[src/rtl/multicycle_ctrl.sv]
// Main control FSM for the multi-cycle RV32I core (shared memory port, ALU, register file).
// Optional feature: define MCTRL_ILLEGAL_TRAP_EN to add the illegal port and a sticky TRAP state.
module multicycle_ctrl #(
    parameter int CNT_W = 32
) (
    input  logic             clk,
    input  logic             rst,
    input  logic [31:0]      instr,
    input  logic             zero,
    input  logic             mem_ready,
    output logic             mem_req,
    output logic             mem_we,
    output logic             adr_src,
    output logic             ir_write,
    output logic             pc_write,
    output logic [1:0]       imm_src,
    output logic [1:0]       alu_src_a,
    output logic [1:0]       alu_src_b,
    output logic [2:0]       alu_ctrl,
    output logic [1:0]       result_src,
    output logic             reg_write,
    output logic [CNT_W-1:0] retired_cnt
`ifdef MCTRL_ILLEGAL_TRAP_EN
    ,
    output logic             illegal
`endif
);

    localparam logic [6:0] OP_LW   = 7'b0000011;
    localparam logic [6:0] OP_SW   = 7'b0100011;
    localparam logic [6:0] OP_R    = 7'b0110011;
    localparam logic [6:0] OP_IALU = 7'b0010011;
    localparam logic [6:0] OP_BEQ  = 7'b1100011;
    localparam logic [6:0] OP_JAL  = 7'b1101111;

    typedef enum logic [3:0] {
        S_FETCH, S_DECODE, S_MEMADR, S_MEMRD, S_MEMWB, S_MEMWR,
        S_EXECR, S_EXECI, S_ALUWB, S_BEQ, S_JAL, S_TRAP
    } state_t;

    state_t state, state_nx;

    logic [6:0] opcode;
    logic [2:0] funct3;
    logic       funct7_5;
    logic       retire;
    logic       unused_bits;

    assign opcode      = instr[6:0];
    assign funct3      = instr[14:12];
    assign funct7_5    = instr[30];
    assign unused_bits = ^{instr[31], instr[29:15], instr[11:7]};

    // funct3 -> ALU operation; sub only when the caller allows it (R-type)
    function automatic logic [2:0] alu_dec(input logic [2:0] f3, input logic sub);
        logic [2:0] op;
        case (f3)
            3'b000:  op = sub ? 3'b001 : 3'b000;
            3'b010:  op = 3'b101;
            3'b110:  op = 3'b011;
            3'b111:  op = 3'b010;
            default: op = 3'b000;
        endcase
        return op;
    endfunction

    // State register; reset returns to FETCH immediately
    always_ff @(posedge clk or posedge rst) begin
        if (rst) state <= S_FETCH;
        else     state <= state_nx;
    end

    // Next-state sequencing
    always_comb begin
        state_nx = state;
        case (state)
            S_FETCH:  if (mem_ready) state_nx = S_DECODE;
            S_DECODE: begin
                case (opcode)
                    OP_LW, OP_SW: state_nx = S_MEMADR;
                    OP_R:         state_nx = S_EXECR;
                    OP_IALU:      state_nx = S_EXECI;
                    OP_BEQ:       state_nx = S_BEQ;
                    OP_JAL:       state_nx = S_JAL;
`ifdef MCTRL_ILLEGAL_TRAP_EN
                    default:      state_nx = S_TRAP;
`else
                    default:      state_nx = S_FETCH;
`endif
                endcase
            end
            S_MEMADR: state_nx = (opcode == OP_SW) ? S_MEMWR : S_MEMRD;
            S_MEMRD:  if (mem_ready) state_nx = S_MEMWB;
            S_MEMWR:  if (mem_ready) state_nx = S_FETCH;
            S_EXECR,
            S_EXECI:  state_nx = S_ALUWB;
            S_MEMWB,
            S_ALUWB,
            S_BEQ,
            S_JAL:    state_nx = S_FETCH;
            S_TRAP:   state_nx = S_TRAP;
            default:  state_nx = S_FETCH;
        endcase
    end

    // An instruction retires on the edge that leaves its final state
    always_comb begin
        retire = 1'b0;
        case (state)
            S_MEMWB, S_ALUWB, S_BEQ, S_JAL: retire = 1'b1;
            S_MEMWR:                        retire = mem_ready;
            default:                        retire = 1'b0;
        endcase
    end

    // Retired-instruction counter, wraps naturally
    always_ff @(posedge clk or posedge rst) begin
        if (rst)         retired_cnt <= '0;
        else if (retire) retired_cnt <= retired_cnt + 1'b1;
    end

    // State-decoded outputs; all forced low while reset is asserted
    always_comb begin
        mem_req    = 1'b0;
        mem_we     = 1'b0;
        adr_src    = 1'b0;
        ir_write   = 1'b0;
        pc_write   = 1'b0;
        imm_src    = 2'b00;
        alu_src_a  = 2'b00;
        alu_src_b  = 2'b00;
        alu_ctrl   = 3'b000;
        result_src = 2'b00;
        reg_write  = 1'b0;
`ifdef MCTRL_ILLEGAL_TRAP_EN
        illegal    = 1'b0;
`endif
        if (!rst) begin
            case (state)
                S_FETCH: begin
                    mem_req    = 1'b1;
                    alu_src_b  = 2'b10;
                    result_src = 2'b10;
                    ir_write   = mem_ready;
                    pc_write   = mem_ready;
                end
                S_DECODE: begin
                    alu_src_a = 2'b01;
                    alu_src_b = 2'b01;
                    imm_src   = 2'b10;
                end
                S_MEMADR: begin
                    alu_src_a = 2'b10;
                    alu_src_b = 2'b01;
                    imm_src   = (opcode == OP_SW) ? 2'b01 : 2'b00;
                end
                S_MEMRD: begin
                    mem_req = 1'b1;
                    adr_src = 1'b1;
                end
                S_MEMWB: begin
                    result_src = 2'b01;
                    reg_write  = 1'b1;
                end
                S_MEMWR: begin
                    mem_req = 1'b1;
                    mem_we  = 1'b1;
                    adr_src = 1'b1;
                end
                S_EXECR: begin
                    alu_src_a = 2'b10;
                    alu_ctrl  = alu_dec(funct3, funct7_5);
                end
                S_EXECI: begin
                    alu_src_a = 2'b10;
                    alu_src_b = 2'b01;
                    alu_ctrl  = alu_dec(funct3, 1'b0);
                end
                S_ALUWB: reg_write = 1'b1;
                S_BEQ: begin
                    alu_src_a = 2'b10;
                    alu_ctrl  = 3'b001;
                    pc_write  = zero;
                end
                S_JAL: begin
                    alu_src_a = 2'b01;
                    alu_src_b = 2'b10;
                    imm_src   = 2'b11;
                    reg_write = 1'b1;
                    pc_write  = 1'b1;
                end
`ifdef MCTRL_ILLEGAL_TRAP_EN
                S_TRAP: illegal = 1'b1;
`endif
                default: ;
            endcase
        end
    end

endmodule

[config.mk]
export PLATFORM = sky130hd
export DESIGN_NAME = multicycle_ctrl
export DESIGN_NICKNAME = d
export VERILOG_FILES = /design/src/rtl/multicycle_ctrl.sv
export SDC_FILE = /design/constraint.sdc
export NUM_CORES = 1
export LEC_CHECK = 0
export CAP_MARGIN = 20
export CORE_ASPECT_RATIO = 1.75
export CORE_MARGIN = 2
export CORE_UTILIZATION = 39
export DETAILED_ROUTE_END_ITERATION = 7
export PLACE_DENSITY_LB_ADDON = 0.05
export SYNTH_ARGS = -nofsm -noshare
export SYNTH_HDL_FRONTEND = slang
export SYNTH_SLANG_ARGS = --single-unit
[constraint.sdc]
create_clock -name clk -period 1.7 [get_ports clk]
set_input_delay 0.34 -clock clk [delete_from_list [all_inputs] [get_ports clk]]
set_output_delay 0.34 -clock clk [all_outputs]
set_load 0.03 [all_outputs]
* Word-level counts from Yosys, hierarchy flattened *
Cells that the tools add are included.
Widths: inputs -> output; s select.

storage, ports and cells
  bits of input ports = 36
  output and inout port bits = 49
  latch bits = 0
  memories = 0
  bits in writable memories = 0
  memory bits (read-only) = 0
  flip-flop bits (word level) = 36
  word-level logic and storage cells = 72

cells by class
  mux-type cells = 33
  bitwise operators = 0
  add/sub/neg operators = 1
  equal/unequal tests = 23
  $mul = 0
  magnitude comparators = 0
  shifts and indexed selects = 0
  reductions and logical operators = 13
  divide/modulo/power cells = 0

operators by type and width
  kind                   number
  $add 32x1->32 const B  1
  $pmux 4 s7             1
  $pmux 4 s5             1
  $pmux 3 s3             2
  $eq 4x3->1 const B     4
  $eq 4x4->1 const B     4
  $eq 7x6->1 const B     2
  $eq 7x7->1 const B     2
  $mux 1                 13
  $mux 4                 3
  $pmux 2 s2             3
  $pmux 3 s4             1
  $reduce_or 2->1        5
  $reduce_or 3->1        3
  $eq 4x2->1 const B     2
  $mux 2                 4
  $reduce_or 4->1        2
  $eq 7x2->1 const B     1
  $eq 7x5->1 const B     1
  $eq 3x3->1 const B     2
  $mux 3                 2
  $ne 2x2->1 const B     3
  $pmux 2 s3             1
  $eq 4x1->1 const B     1
  other kinds (6)        6

* Depth between registers and ports, before layout *
  depth in word-level cells = 4
  depth in mapped cells = 6
  depth with buffers taken out = 5

* Worst setup path after synthesis *
No wires, ideal clock.

  path type = register to output
  start = register state[1]
  end = output alu_src_b[1]
  cell stages (with the launch flop) = 5
  arrival = 2.478 ns
  setup slack = -1.118 ns
  data required time = 1.360 ns
  buffers on the path = 2
  cell sequence = dfrtp_1 > buf_2 > clkbuf_1 > nand2_1 > a2111oi_0

between the ends
  word-level cells in the longest chain between the ends = 4
  elaborated cells on any way between the ends = 9
  classes of those cells = eq/ne (4); mux (2); reduce/logical (3)

RTL lines
  item                                                                 RTL line  RTL
  start, declared                                                      41        state_t state, state_nx;
  start signal, assigned                                               70        else state <= state_nx;
  $eq 4x1->1, or another cell as far along                             139       case (state)
  $reduce_or 3->1 (no line) / $reduce_or 2->1 (equally long branches)  n/a
  $pmux 2 s2 *                                                         139
  $mux 2 *                                                             138       if (!rst) begin
  end, declared                                                        18        output logic [1:0] alu_src_b,

Every way passes the cells marked *; elsewhere a longest branch is shown, timed or not.

* Worst setup path after layout *
  start = register state[1]
  end = output alu_src_a[1]

between the ends
  word-level cells in the longest chain between the ends = 4
  elaborated cells on any way between the ends = 10
  classes of those cells = eq/ne (6); mux (2); reduce/logical (2)

RTL lines
  item                                                                 RTL line  RTL
  $eq 4x4->1, or another cell as far along                             139
  $reduce_or 4->1 (no line) / $reduce_or 2->1 (equally long branches)  n/a
  $pmux 2 s2 *                                                         139
  $mux 2 *                                                             138
  end, declared                                                        17        output logic [1:0] alu_src_a,

Marked as above.

==> impl_results.md <==
- Asr flop ratio synth: 100%
- Total grt overflow: 0
- Critical path peak fanout: 4
- Register area share after synthesis: 42.9%
- # rows: 35
- Vias in the first global route: between 2,000 and 2,500
- Initial DRC count: between 90 and 100
- CP cell instances: buf_6 -> buf_6 -> or3b_4 -> a21oi_4 -> buf_6
- Crit start category: register
- Status: finished with violations
- Max Clock Freq: 492 MHz
- Worst Tran Pin Value: a little over 0.5 ns
- CP Capture Type: output port
- Failing checks: setup timing
- #FFs+latches synth: 36
- Psw: 763 uW
- Pre-CTS worst setup slack: -0.361 ns
- Clock-pin slew on the worst setup and hold paths: 0.08 ns
- Pleak: 1.94 nW
- Yosys warns: 0
- Port bufs: 63
- Synth Flop Type: dfrtp_1
- Placer Congestion: approximately 0.87
- Worst endpoint data arrival time: 1.69 ns
- Worst path max stage delay: 0.45 ns
- Cells after Synth: 232
- Setup_tns: -4.95 ns
- Dpl hpwl: 4.74 mm
- Clock Path Buffers: 2
- Final Cell Area: 4040 sq um
- All-layer global routing usage: 23.8%
- Initial antenna violation count: 0
- Max Cap Viol: 0
- Setup ws final: -0.332 ns
- Clock power share: ~27%
- Post-synth EDFFs: 0
- Min-delay worst type: reg -> reg
- Sequential fraction of design power: about two fifths
- Avg Cell Area, Syn: 9.04 sq um
- Min Tclk post-route: 2.03 ns
- Largest net degree at the start of global routing: 37
- Internal Power: between 1.5 and 2 mW
- Worst EP required: 1.36 ns
- Area after DPL: about 3300 sq um
- DRC: 0
- Critical setup path kind: reg -> out
- Combinational power share: 33.0%
- Slowest CP cell: dfrtp_2
- Post-Syn Nets: roughly 270
- Root Driver: clkbuf_8
- Share of cells above drive strength 1: ~52%
- TritonCTS clock tree: yes
- Die width: 59.4 um
- Largest cells by area after synthesis: dfrtp_1, xor2_1, nor3_1, xnor2_1, nand2_1
- RSZ-0062 raised after global routing: true
- Hold_ws: 0.462 ns
- Synth Cell Area: 2100 sq um
- Skew final: 0.0124 ns
- First drt pass iteration count: 4
- WL/cell: around 16 um
- Register area: 915 sq um
- Num CTS Buffers: 5
- Final Net Count: 412
- Diode count: 0
- Initial Utilization: 40.3%
- Final setup fails: 29
- Total core area: around 5200 sq um
- Total Die Area: approximately 6000 sq um
- Routed vias/inst: 5.22
- Top-area cell type share of the netlist area: a little over two fifths
- Yosys cell types: 46
- Multi-input logic area: approximately 1600 sq um
- CTS sink cnt: 36
- Sw Share: 32.5%
- # IOs: 85
- Vias: 2,250
- Max rail drop VDD: around 0.0004 V
- Final cycle utilization of the critical path: 120%
- Cell repeated most along the worst path: buf_6
- First-pass GRT wire length: 11.0 mm
- Post-synth top area cell: dfrtp_1
- Clock Latency Late Sink: approximately 0.29 ns
- # fillers: 356
- Die height: 101 um
- H-tree depth: 2
- Synth-to-Final Area Change: 92.3%
- Worst slew margin: 66.2%
- Routed Antenna Nets: 0
- Power Density: 582 nW/um^2
- Final Slew Violations: 0
- Final Hold Vio Count: 0
- Post-Route WL: 6.98 mm
## synthesized netlist by cell type (all sizes together), types with 2 or more instances
master / instances
nor2: 19
dfrtp: 36
clkbuf: 6
nor4: 3
xnor2: 13
o21ai: 8
nor2b: 6
nor3: 25
or2: 2
and3: 4
a21oi: 9
xor2: 18
a2111oi: 2
nand2b: 8
nand2: 24
nor4b: 2
nand3: 10
inv: 7
nand4: 10
buf: 4
## state kept, by name, summed over array words and instances (netlist names)
register and flops:
state 4, retired_cnt 32
## power by group through the flow
stage / logic (mW) / registers (mW) / clock network [mW]
after global routing: 0.831 / 0.950 / 0.678
after detailed placement: 0.637 / 0.961 / 0
after floorplan: 0.284 / 1.01 / 0
final: 0.775 / 0.944 / 0.630
after CTS: 0.727 / 0.945 / 0.637
after global placement: 0.627 / 0.960 / 0
## path summary, 6_finish.rpt
path                                                  start                           to  slack, ns  cells past startpoint
worst max-delay path                   state[1]$_DFFE_PP0P_                 alu_src_a[1]      -0.33                      5
worst min-delay path            retired_cnt[31]$_DFFE_PP0P_  retired_cnt[31]$_DFFE_PP0P_       0.46                      1
worst max register to register         state[2]$_DFFE_PP0P_  retired_cnt[16]$_DFFE_PP0P_      -0.18                      7
worst min register to register  retired_cnt[31]$_DFFE_PP0P_  retired_cnt[31]$_DFFE_PP0P_       0.46                      1
max in group asynchronous                               rst   retired_cnt[3]$_DFFE_PP0P_       0.76                      4
min in group asynchronous                               rst  retired_cnt[12]$_DFFE_PP0P_       0.74                      4
## critical path, delay by kind of cell (launching register included)
kind / cells / cell delay [ns]
AO/OA/AOI/OAI: 1 / 0.13
buffers and inverters: 3 / 0.39
flip-flops: 1 / 0.45
AND/OR/NAND/NOR: 1 / 0.42
## cell type report
class                           count  area share (%)
Multi-Input combinational cell    179            40.6
Timing Repair Buffer              146            32.1
Sequential cell                    36            22.7
Clock buffer                        6            2.05
Tap cell                           55            1.71
Inverter                            7           0.651
Clock inverter                      2           0.248
## placed cells by master, fill, tap and decap left out, drive strengths merged, types with 3 or more instances in the layout
master | Yosys | layout
buf | 4 | 100
dfrtp | 36 | 36
dlygate4sd2 | 0 | 35
nor3 | 25 | 25
nand2 | 24 | 24
nor2 | 19 | 19
xor2 | 18 | 18
xnor2 | 13 | 13
nand3 | 10 | 10
clkdlybuf4s50 | 0 | 10
nand4 | 10 | 10
a21oi | 9 | 9
nand2b | 8 | 8
o21ai | 8 | 8
inv | 7 | 7
clkbuf | 6 | 6
nor2b | 6 | 6
and3 | 4 | 4
nor4 | 3 | 3
## logic make-up (layout without fill, tap and decap cells)
| logic type | Yosys count | count (layout) | synth area share, % |
|---|---|---|---|
| mux | 1 | 1 | 0.477 |
| compound gates | 27 | 27 | 8.59 |
| buf+inv | 17 | 161 | 3.52 |
| xor+xnor | 31 | 31 | 12.9 |
| fa+ha+maj | 1 | 1 | 0.596 |
| simple gates | 119 | 119 | 30.9 |
| flops | 36 | 36 | 42.9 |
## metrics by stage
step | util (%) | instances | power [mW]
final | 77.4 | 431 | 2.35
after CTS | 72.0 | 425 | 2.31
after global placement | 63.8 | 401 | 1.59
after floorplan | - | 232 | 1.29
after detailed placement | 63.8 | 401 | 1.60
after global routing | 77.4 | 431 | 2.46
## routing by layer
metal	up-vias	GRT usage [%]	routed length, um
li1	1095	-	-
met1	1078	23.3	2390
met4	0	13.8	193
met5	-	0	0
met3	16	3.47	216
met2	61	44.6	4180
## repair_timing
| action | 4_1_cts | 5_1_grt |
|---|---|---|
| gates resized for setup | 101 | 50 |
| setup endpoints to repair | 56 | 47 |
| endpoints found under the hold margin | 0 | 0 |
| hold buffers | 0 | 0 |
| pin swaps | 19 | 32 |
| buffers inserted | 16 | 10 |
No activity file was read; power rests on OpenSTA's default activity.
